$ cat config.mk
export PLATFORM = sky130hd
export DESIGN_NAME = pattern_scan_ctrl
export DESIGN_NICKNAME = d
export VERILOG_FILES = /design/src/rtl/pattern_scan_pkg.sv /design/src/rtl/pattern_scan_ctrl_match.sv /design/src/rtl/pattern_scan_ctrl.sv
export SDC_FILE = /design/constraint.sdc
export NUM_CORES = 1
export LEC_CHECK = 0
export CORE_ASPECT_RATIO = 0.5
export CORE_MARGIN = 10
export CORE_UTILIZATION = 60
export CTS_BUF_LIST = sky130_fd_sc_hd__clkbuf_4 sky130_fd_sc_hd__clkbuf_8
export DETAILED_ROUTE_END_ITERATION = 6
export GPL_ROUTABILITY_DRIVEN = 0
export GPL_TIMING_DRIVEN = 0
export PLACE_DENSITY_LB_ADDON = 0.05
export SLEW_MARGIN = 20
export SYNTH_ARGS = -nofsm -noshare
export SYNTH_HDL_FRONTEND = slang
export SYNTH_SLANG_ARGS = --single-unit
$ cat constraint.sdc
create_clock -name clk -period 3.7 [get_ports clk]
set_clock_uncertainty 0.1 [all_clocks]
set_input_delay 0.555 -clock clk [delete_from_list [all_inputs] [get_ports clk]]
set_output_delay 0.555 -clock clk [all_outputs]
set_load 0.02 [all_outputs]
$ cat src/rtl/pattern_scan_pkg.sv
// Shared types and defaults for the serial pattern-scan controller.
// The reset pattern is 1010 with a length of 4.
package pattern_scan_pkg;

   typedef enum logic [1:0] {
      ST_IDLE,
      ST_ARMED,
      ST_DONE
   } state_e;

   localparam logic [3:0] DEF_PAT = 4'b1010;
   localparam logic [3:0] DEF_LEN = 4'd4;

endpackage

$ cat src/rtl/pattern_scan_ctrl_match.sv
// Serial history shift register, fill counter and length-masked compare.
// hit is combinational and reflects the bit being consumed this cycle.
module pattern_match #(
   parameter int PLEN = 8
) (
   input  logic            clk,
   input  logic            rst,
   input  logic            clr,
   input  logic            en,
   input  logic            din,
   input  logic [PLEN-1:0] pat,
   input  logic [3:0]      len,
   output logic            hit
);

   localparam int FW = $clog2(PLEN + 1);

   logic [PLEN-1:0] hist_q;
   logic [PLEN-1:0] hist_d;
   logic [PLEN-1:0] mask;
   logic [FW-1:0]   fill_q;
   logic [FW-1:0]   fill_d;

   // Next history/fill and compare of the newest len bits.
   always_comb begin
      hist_d = {hist_q[PLEN-2:0], din};
      fill_d = (fill_q == FW'(PLEN)) ? fill_q : fill_q + FW'(1);
      mask   = '0;
      for (int i = 0; i < PLEN; i++) begin
         mask[i] = (i < int'(len));
      end
      hit = en
         && (int'(fill_d) >= int'(len))
         && ((hist_d & mask) == (pat & mask));
   end

   // Shift in consumed bits; clear on reset or a new arm.
   always_ff @(posedge clk) begin
      if (rst || clr) begin
         hist_q <= '0;
         fill_q <= '0;
      end else if (en) begin
         hist_q <= hist_d;
         fill_q <= fill_d;
      end
   end

endmodule

$ cat src/rtl/pattern_scan_ctrl.sv
// Programmable pattern-scan controller: config regs, FSM, match counter.
// All outputs are registered; the matcher lives in pattern_match.
module pattern_scan_ctrl
   import pattern_scan_pkg::*;
#(
   parameter int PLEN = 8,
   parameter int CW   = 8
) (
   input  logic            clk,
   input  logic            rst,
   input  logic            cfg_we,
   input  logic [PLEN-1:0] cfg_pat,
   input  logic [3:0]      cfg_len,
   input  logic [CW-1:0]   cfg_limit,
   input  logic            start,
   input  logic            abort,
   input  logic            din,
   input  logic            din_valid,
   output logic            busy,
   output logic            match,
   output logic [CW-1:0]   count,
   output logic            done,
   output logic            cfg_err
);

   localparam logic [3:0] PLEN_L = 4'(PLEN);

   state_e          state_q;
   logic [PLEN-1:0] pat_q;
   logic [3:0]      len_q;
   logic [CW-1:0]   limit_q;
   logic [CW-1:0]   count_q;
   logic [CW-1:0]   count_d;
   logic            busy_q;
   logic            match_q;
   logic            done_q;
   logic            cfg_err_q;

   logic            m_en;
   logic            m_clr;
   logic            hit;
   logic            cfg_ok;
   logic            lim_hit;

   // Matcher control, saturating increment and limit detect.
   always_comb begin
      m_en    = (state_q == ST_ARMED) && din_valid && !abort;
      m_clr   = (state_q == ST_IDLE) && start;
      cfg_ok  = (cfg_len != 4'd0) && (cfg_len <= PLEN_L);
      count_d = (count_q == '1) ? count_q : count_q + CW'(1);
      lim_hit = (limit_q != '0) && (count_d == limit_q);
   end

   pattern_match #(
      .PLEN (PLEN)
   ) u_match (
      .clk (clk),
      .rst (rst),
      .clr (m_clr),
      .en  (m_en),
      .din (din),
      .pat (pat_q),
      .len (len_q),
      .hit (hit)
   );

   // FSM with config latch, counter and registered output pulses.
   always_ff @(posedge clk) begin
      if (rst) begin
         state_q   <= ST_IDLE;
         pat_q     <= PLEN'(DEF_PAT);
         len_q     <= DEF_LEN;
         limit_q   <= '0;
         count_q   <= '0;
         busy_q    <= 1'b0;
         match_q   <= 1'b0;
         done_q    <= 1'b0;
         cfg_err_q <= 1'b0;
      end else begin
         match_q   <= 1'b0;
         done_q    <= 1'b0;
         cfg_err_q <= 1'b0;
         unique case (state_q)
            ST_IDLE: begin
               if (cfg_we) begin
                  if (cfg_ok) begin
                     pat_q   <= cfg_pat;
                     len_q   <= cfg_len;
                     limit_q <= cfg_limit;
                  end else begin
                     cfg_err_q <= 1'b1;
                  end
               end
               if (start) begin
                  count_q <= '0;
                  state_q <= ST_ARMED;
                  busy_q  <= 1'b1;
               end
            end
            ST_ARMED: begin
               if (abort) begin
                  state_q <= ST_IDLE;
                  busy_q  <= 1'b0;
               end else if (hit) begin
                  count_q <= count_d;
                  match_q <= 1'b1;
                  if (lim_hit) begin
                     state_q <= ST_DONE;
                     done_q  <= 1'b1;
                     busy_q  <= 1'b0;
                  end
               end
            end
            ST_DONE: begin
               state_q <= ST_IDLE;
               busy_q  <= 1'b0;
            end
            default: begin
               state_q <= ST_IDLE;
               busy_q  <= 1'b0;
            end
         endcase
      end
   end

   assign busy    = busy_q;
   assign match   = match_q;
   assign count   = count_q;
   assign done    = done_q;
   assign cfg_err = cfg_err_q;

endmodule
# --- Word level (Yosys, flattened, before mapping) ---
# Index checks and enable logic that the tools add are counted.
classes:
  n_eq_ne: 10
  bitwise_logic: 6
  order_cmp: 10
  mux: 19
  addsub: 2
  n_reduce_logical: 19
op_table:
  columns: ["operator", "count"]
  rows:
  - ["8-bit 2-to-1 mux", 4]
  - ["8-bit AND", 2]
  - ["8-bit equality test", 2]
  - ["3-bit by 4-bit less-than comparator with 1-bit output (first input constant)", 4]
  - ["8-bit case mux with 2 select lines", 1]
  - ["8-bit by 1-bit adder with 8-bit output (second input constant)", 1]
  - ["8-bit equality test (second input constant)", 1]
  - ["1-bit by 4-bit less-than comparator with 1-bit output (first input constant)", 2]
  - ["2-bit by 4-bit less-than comparator with 1-bit output (first input constant)", 2]
  - ["2-bit 2-to-1 mux", 4]
  - ["8-bit nonzero test", 1]
  - ["1-bit logical AND", 7]
  - ["1-bit 2-to-1 mux", 7]
  - ["2-bit inequality test (second input constant)", 3]
  - ["3-bit inequality test (second input constant)", 2]
  - ["3-bit AND reduction", 2]
  - ["3-bit OR reduction", 2]
  - ["4-bit by 1-bit adder with 4-bit output (second input constant)", 1]
  - ["4-bit equality test (second input constant)", 1]
  - ["4-bit greater-or-equal comparator", 1]
  - ["4-bit less-or-equal comparator (second input constant)", 1]
  - ["4-bit 2-to-1 mux", 1]
  - ["1-bit NOT", 4]
  - ["2-bit case mux with 2 select lines", 1]
  - ["9 further kinds", 9]
word_totals:
  output_inout_bits: 12
  ff_bits: 45
  in_bits: 27

# --- Longest topological paths before layout ---
logic_depth:
  word_depth: 8
  mapped_depth: 13

# --- Hierarchy ---
# Synthesis repeated with hierarchy kept, for this count alone.
hier_totals:
  cells_unflattened: 293
  hier_area_um2: 2367.3
by_module_without_submodules:
  columns: ["mod", "seq_area_each_um2", "area_each_um2", "cells_per_inst", "n_inst"]
  rows:
  - ["pattern_scan_ctrl", 660.6, 1644.1, 210, 1]
  - ["pattern_match", 220.2, 723.2, 83, 1]

# --- Worst setup path before layout ---
# OpenSTA, ideal clock, no wires.
synth_path:
  path_kind: "register to register"
  start: "register count_q[0] (netlist: count[0])"
  end: "register state_q[0]"
  setup_time_ps: 116
  path_stages_with_launch: 9
  path_slack_ps: 1261
  path_buffers: 1
  arrival_ps: 2223
  cell_sequence: "dfxtp_1 ha_1 clkbuf_1 nand2_1 or4_1 a211o_1 nand2_1 nand4_1 o211a_1"
synth_between:
  elab_chain_cells: 6
synth_lines:
  columns: ["element", "line_no", "source"]
  rows:
  - ["from (decl)", "pattern_scan_ctrl.sv:32", "logic [CW-1:0] count_q;"]
  - ["from (signal assigned)", "pattern_scan_ctrl.sv:105", "count_q <= count_d;"]
  - ["8-bit by 1-bit adder with 8-bit output / 8-bit equality test (equally long branches)", "pattern_scan_ctrl.sv:50", "count_d = (count_q == '1) ? count_q : count_q + CW'(1);"]
  - ["8-bit 2-to-1 mux *", "pattern_scan_ctrl.sv:50", null]
  - ["8-bit equality test *", "pattern_scan_ctrl.sv:51", "lim_hit = (limit_q != '0) && (count_d == limit_q);"]
  - ["1-bit logical AND *", "pattern_scan_ctrl.sv:51", null]
  - ["3-bit inequality test (no line) *", null, null]
  - ["3-bit AND reduction (no line) *", null, null]
  - ["to (signal assigned)", "pattern_scan_ctrl.sv:70", "state_q <= ST_IDLE;"]
  - ["to (signal assigned)", "pattern_scan_ctrl.sv:96", "state_q <= ST_ARMED;"]
  - ["to (signal assigned)", "pattern_scan_ctrl.sv:102", "state_q <= ST_IDLE;"]
  - ["to (decl)", "pattern_scan_ctrl.sv:28", "state_e state_q;"]
# Mark *: on every way between the ends. The rest lies on a longest branch, timed or not.
# A chain may end at the register's enable or synchronous reset.

# --- Worst setup path in the final report ---
layout_path:
  start: "register u_match.fill_q[0]"
  end: "register count_q[2] (netlist: count[2])"
layout_between:
  elab_chain_cells: 7
layout_lines:
  columns: ["element", "line_no", "source"]
  rows:
  - ["from (decl)", "pattern_scan_ctrl_match.sv:21", "logic [FW-1:0] fill_q;"]
  - ["from (signal assigned)", "pattern_scan_ctrl_match.sv:44", "fill_q <= fill_d;"]
  - ["4-bit by 1-bit adder with 4-bit output / 4-bit equality test (equally long branches)", "pattern_scan_ctrl_match.sv:27", "fill_d = (fill_q == FW'(PLEN)) ? fill_q : fill_q + FW'(1);"]
  - ["4-bit 2-to-1 mux *", "pattern_scan_ctrl_match.sv:27", null]
  - ["4-bit greater-or-equal comparator *", "pattern_scan_ctrl_match.sv:33", "&& (int'(fill_d) >= int'(len))"]
  - ["1-bit logical AND *", "pattern_scan_ctrl_match.sv:33", null]
  - ["1-bit logical AND *", "pattern_scan_ctrl_match.sv:34", "&& ((hist_d & mask) == (pat & mask));"]
  - ["2-bit inequality test (no line) *", null, null]
  - ["4-bit AND reduction (no line) *", null, null]
# Marks and branches as above.

==> out/metrics.cfg <==
[power_and_ir_drop]
leakage_uw=0.00105
power_uw=945
power_density_nw_per_um2=313
max-vdd-ir-drop_v=0.000241

[synth]
yosysSeqAreaShare=0.354
synthTopCellsByArea=dfxtp_1 35%, nand2_1 9.9%, a21oi_1 6.8%
synth_flop_cell=dfxtp_1
synth_edf_count=0
avgSynthCellArea_um2=7.81
yosysMostFrequentCell=nand2_1
synth_common_cells=66 x nand2_1, 44 x dfxtp_1, 34 x a21oi_1
synth_nets=353
syn-cell-area_um2=2490
synth.top_cell.area_share=0.354
ys_warn_count=0
synth_seq_cells=44
synth_top_area_cell=dfxtp_1
netlist_instances=319
postSynth.asyncResetShare=0
ys_types=53

[run_status]
outcome=finished, final reports clean

[placement]
post-dp-hpwl_um=4990
place_area_um2=2930
io_buffers=37

[clocking]
cts_buffers=5
clk_path_buf_depth=2
cts_setup_buffers=0
path_clk_slew_ns=0.09
hold_buffers=0
cts_tree=built
cts_num_sinks=44
h-tree-depth=2
cts_resized=0
cts-root-buf=clkbuf_8
clock_latency_ns=0.31

[layout]
final_nets=397
insertedDiodeCount=0
finish.utilization=0.765
fillers=295
synthToLayoutAreaGrowth_pct=21.1
drive_gt1_frac=0.0412
final_area_um2=3020

[sta]
final_hold_viol_count=0
clock.fmax_mhz=359
worstMarginPinSlew_ns=1.08
tns_ns=0
rsz0062_at_grt=false
slew_headroom=0.277
drv_slew=0
fin_crit_sh=0.752
post-route-min-period_ns=2.78
setup_viol=0

[hold_path]
hp-class=reg -> reg

[drt]
vias=2537
drt.antenna.violating_nets=0
totalWireLength_um=6640
wl_per_cell_um=15.9
drc=0
viasPerCell=6.07
first_pass_iters=5
drtIter0Drc=160

[worst_setup_path]
cp.arrival_ns=2.88
cp-end-kind=register
cp_max_fo=10
critical_path_required_ns=3.80
path_class=reg -> reg
start_kind=register

[floorplanning]
ios=39
die-area_um2=7290
core_um2=3940
die_h_um=65.6
row_count=16
start_util=0.632
fp.dieW_um=111

[grt]
grt_pass1_wl_um=11000
grt_max_degree=15
grt_overflow=0
antenna_found_initial=0
grtUsageTotal=0.177
grt_pass1_vias=2313

[flow_run]
drv_cap=0

-- cell type report --
class	count	area, um^2	area share
Timing Repair Buffer	37	370	0.123
Tap cell	54	67.6	0.0224
Clock inverter	3	18.8	0.00622
Clock buffer	5	68.8	0.0228
Inverter	12	45.0	0.0149
Multi-Input combinational cell	245	1480	0.491
Buffer	18	82.6	0.0274
Sequential cell	44	881	0.292
-- power breakdown --
group          internal [uW]  leakage [uW]  switching [uW]
combinational           61.6      0.000648            71.6
sequential               487      0.000357            14.9
clock                    132     0.0000479             178
total                    680       0.00105             265
-- critical path, stage by stage (launching register included) --
cell,delay [ns]
dfxtp_1,0.41
inv_1,0.10
ha_1,0.20
nand2_1,0.08
nor2_1,0.06
xnor2_1,0.13
ha_1,0.26
nand2b_1,0.14
a211oi_1,0.23
o21bai_1,0.19
nand3_4,0.18
buf_6,0.16
nand2_1,0.09
a221oi_1,0.32
-- cells by family after synthesis --
kind of cell | synth area share
muxes | 0.00804
xor gates and xnor gates | 0.0668
AOI/OAI and AO/OA | 0.213
and+or+nand+nor | 0.272
buffers and inverters | 0.0512
adders and majority gates | 0.0352
DFF | 0.354
-- sequential cells by signal (all words and copies together) (netlist names) --
signal / flops
state_q: 2
len_q: 4
cfg_err: 1
pat_q: 8
match: 1
count: 8
done: 1
u_match.fill_q: 4
limit_q: 8
u_match.hist_q: 7
-- cells in the final DEF (no fill, tap or decap), types with 3 or more instances in the layout --
master	count
o2111ai_1	3
ha_1	7
a211oi_1	3
nand2_1	66
o211a_1	4
nand2b_1	3
o22ai_1	3
a21oi_1	34
xor2_1	4
clkbuf_1	14
or4_1	3
a211o_1	3
nor2_1	15
xnor2_1	15
nor3b_1	3
o21ai_0	8
o21ai_1	3
and3_1	7
inv_1	11
nor3_1	9
clkbuf_8	5
dfxtp_1	44
nand3_1	13
clkdlybuf4s50_1	37
nand4_1	5
-- path summary, 6_finish.rpt --
| check | slack, ns | end | start | cells past startpoint |
|---|---|---|---|---|
| hold reg to reg | 0.38 | u_match.hist_q[6] | u_match.hist_q[6] | 2 |
| hold / removal | 0.38 | u_match.hist_q[6] | u_match.hist_q[6] | 2 |
| setup / recovery | 0.92 | count[2] | u_match.fill_q[0] | 13 |
| setup reg to reg | 0.92 | count[2] | u_match.fill_q[0] | 13 |
-- stage by stage --
step / hold slack (ns) / std cells / setup WS (ns)
2_1_floorplan: 0.348 / 319 / 1.26
3_3_place_gp: 0.362 / 410 / 0.668
3_5_place_dp: 0.374 / 410 / 0.623
4_1_cts: 0.386 / 418 / 0.927
5_1_grt: 0.402 / 418 / 0.716
6_report: 0.384 / 418 / 0.918
-- metal layers --
| layer | vias up | wire length (um) | part of all wire | track usage |
|---|---|---|---|---|
| met1 | 1201 | 2870 | 0.43 | 0.221 |
| met4 | 0 | 81 | 0.012 | 0.0525 |
| met2 | 104 | 3160 | 0.47 | 0.298 |
| li1 | 1217 | - | - | - |
| met3 | 15 | 537 | 0.081 | 0.0480 |
| met5 | - | 0 | 0 | 0 |
Note: power is estimated with default switching activity, not from simulation.
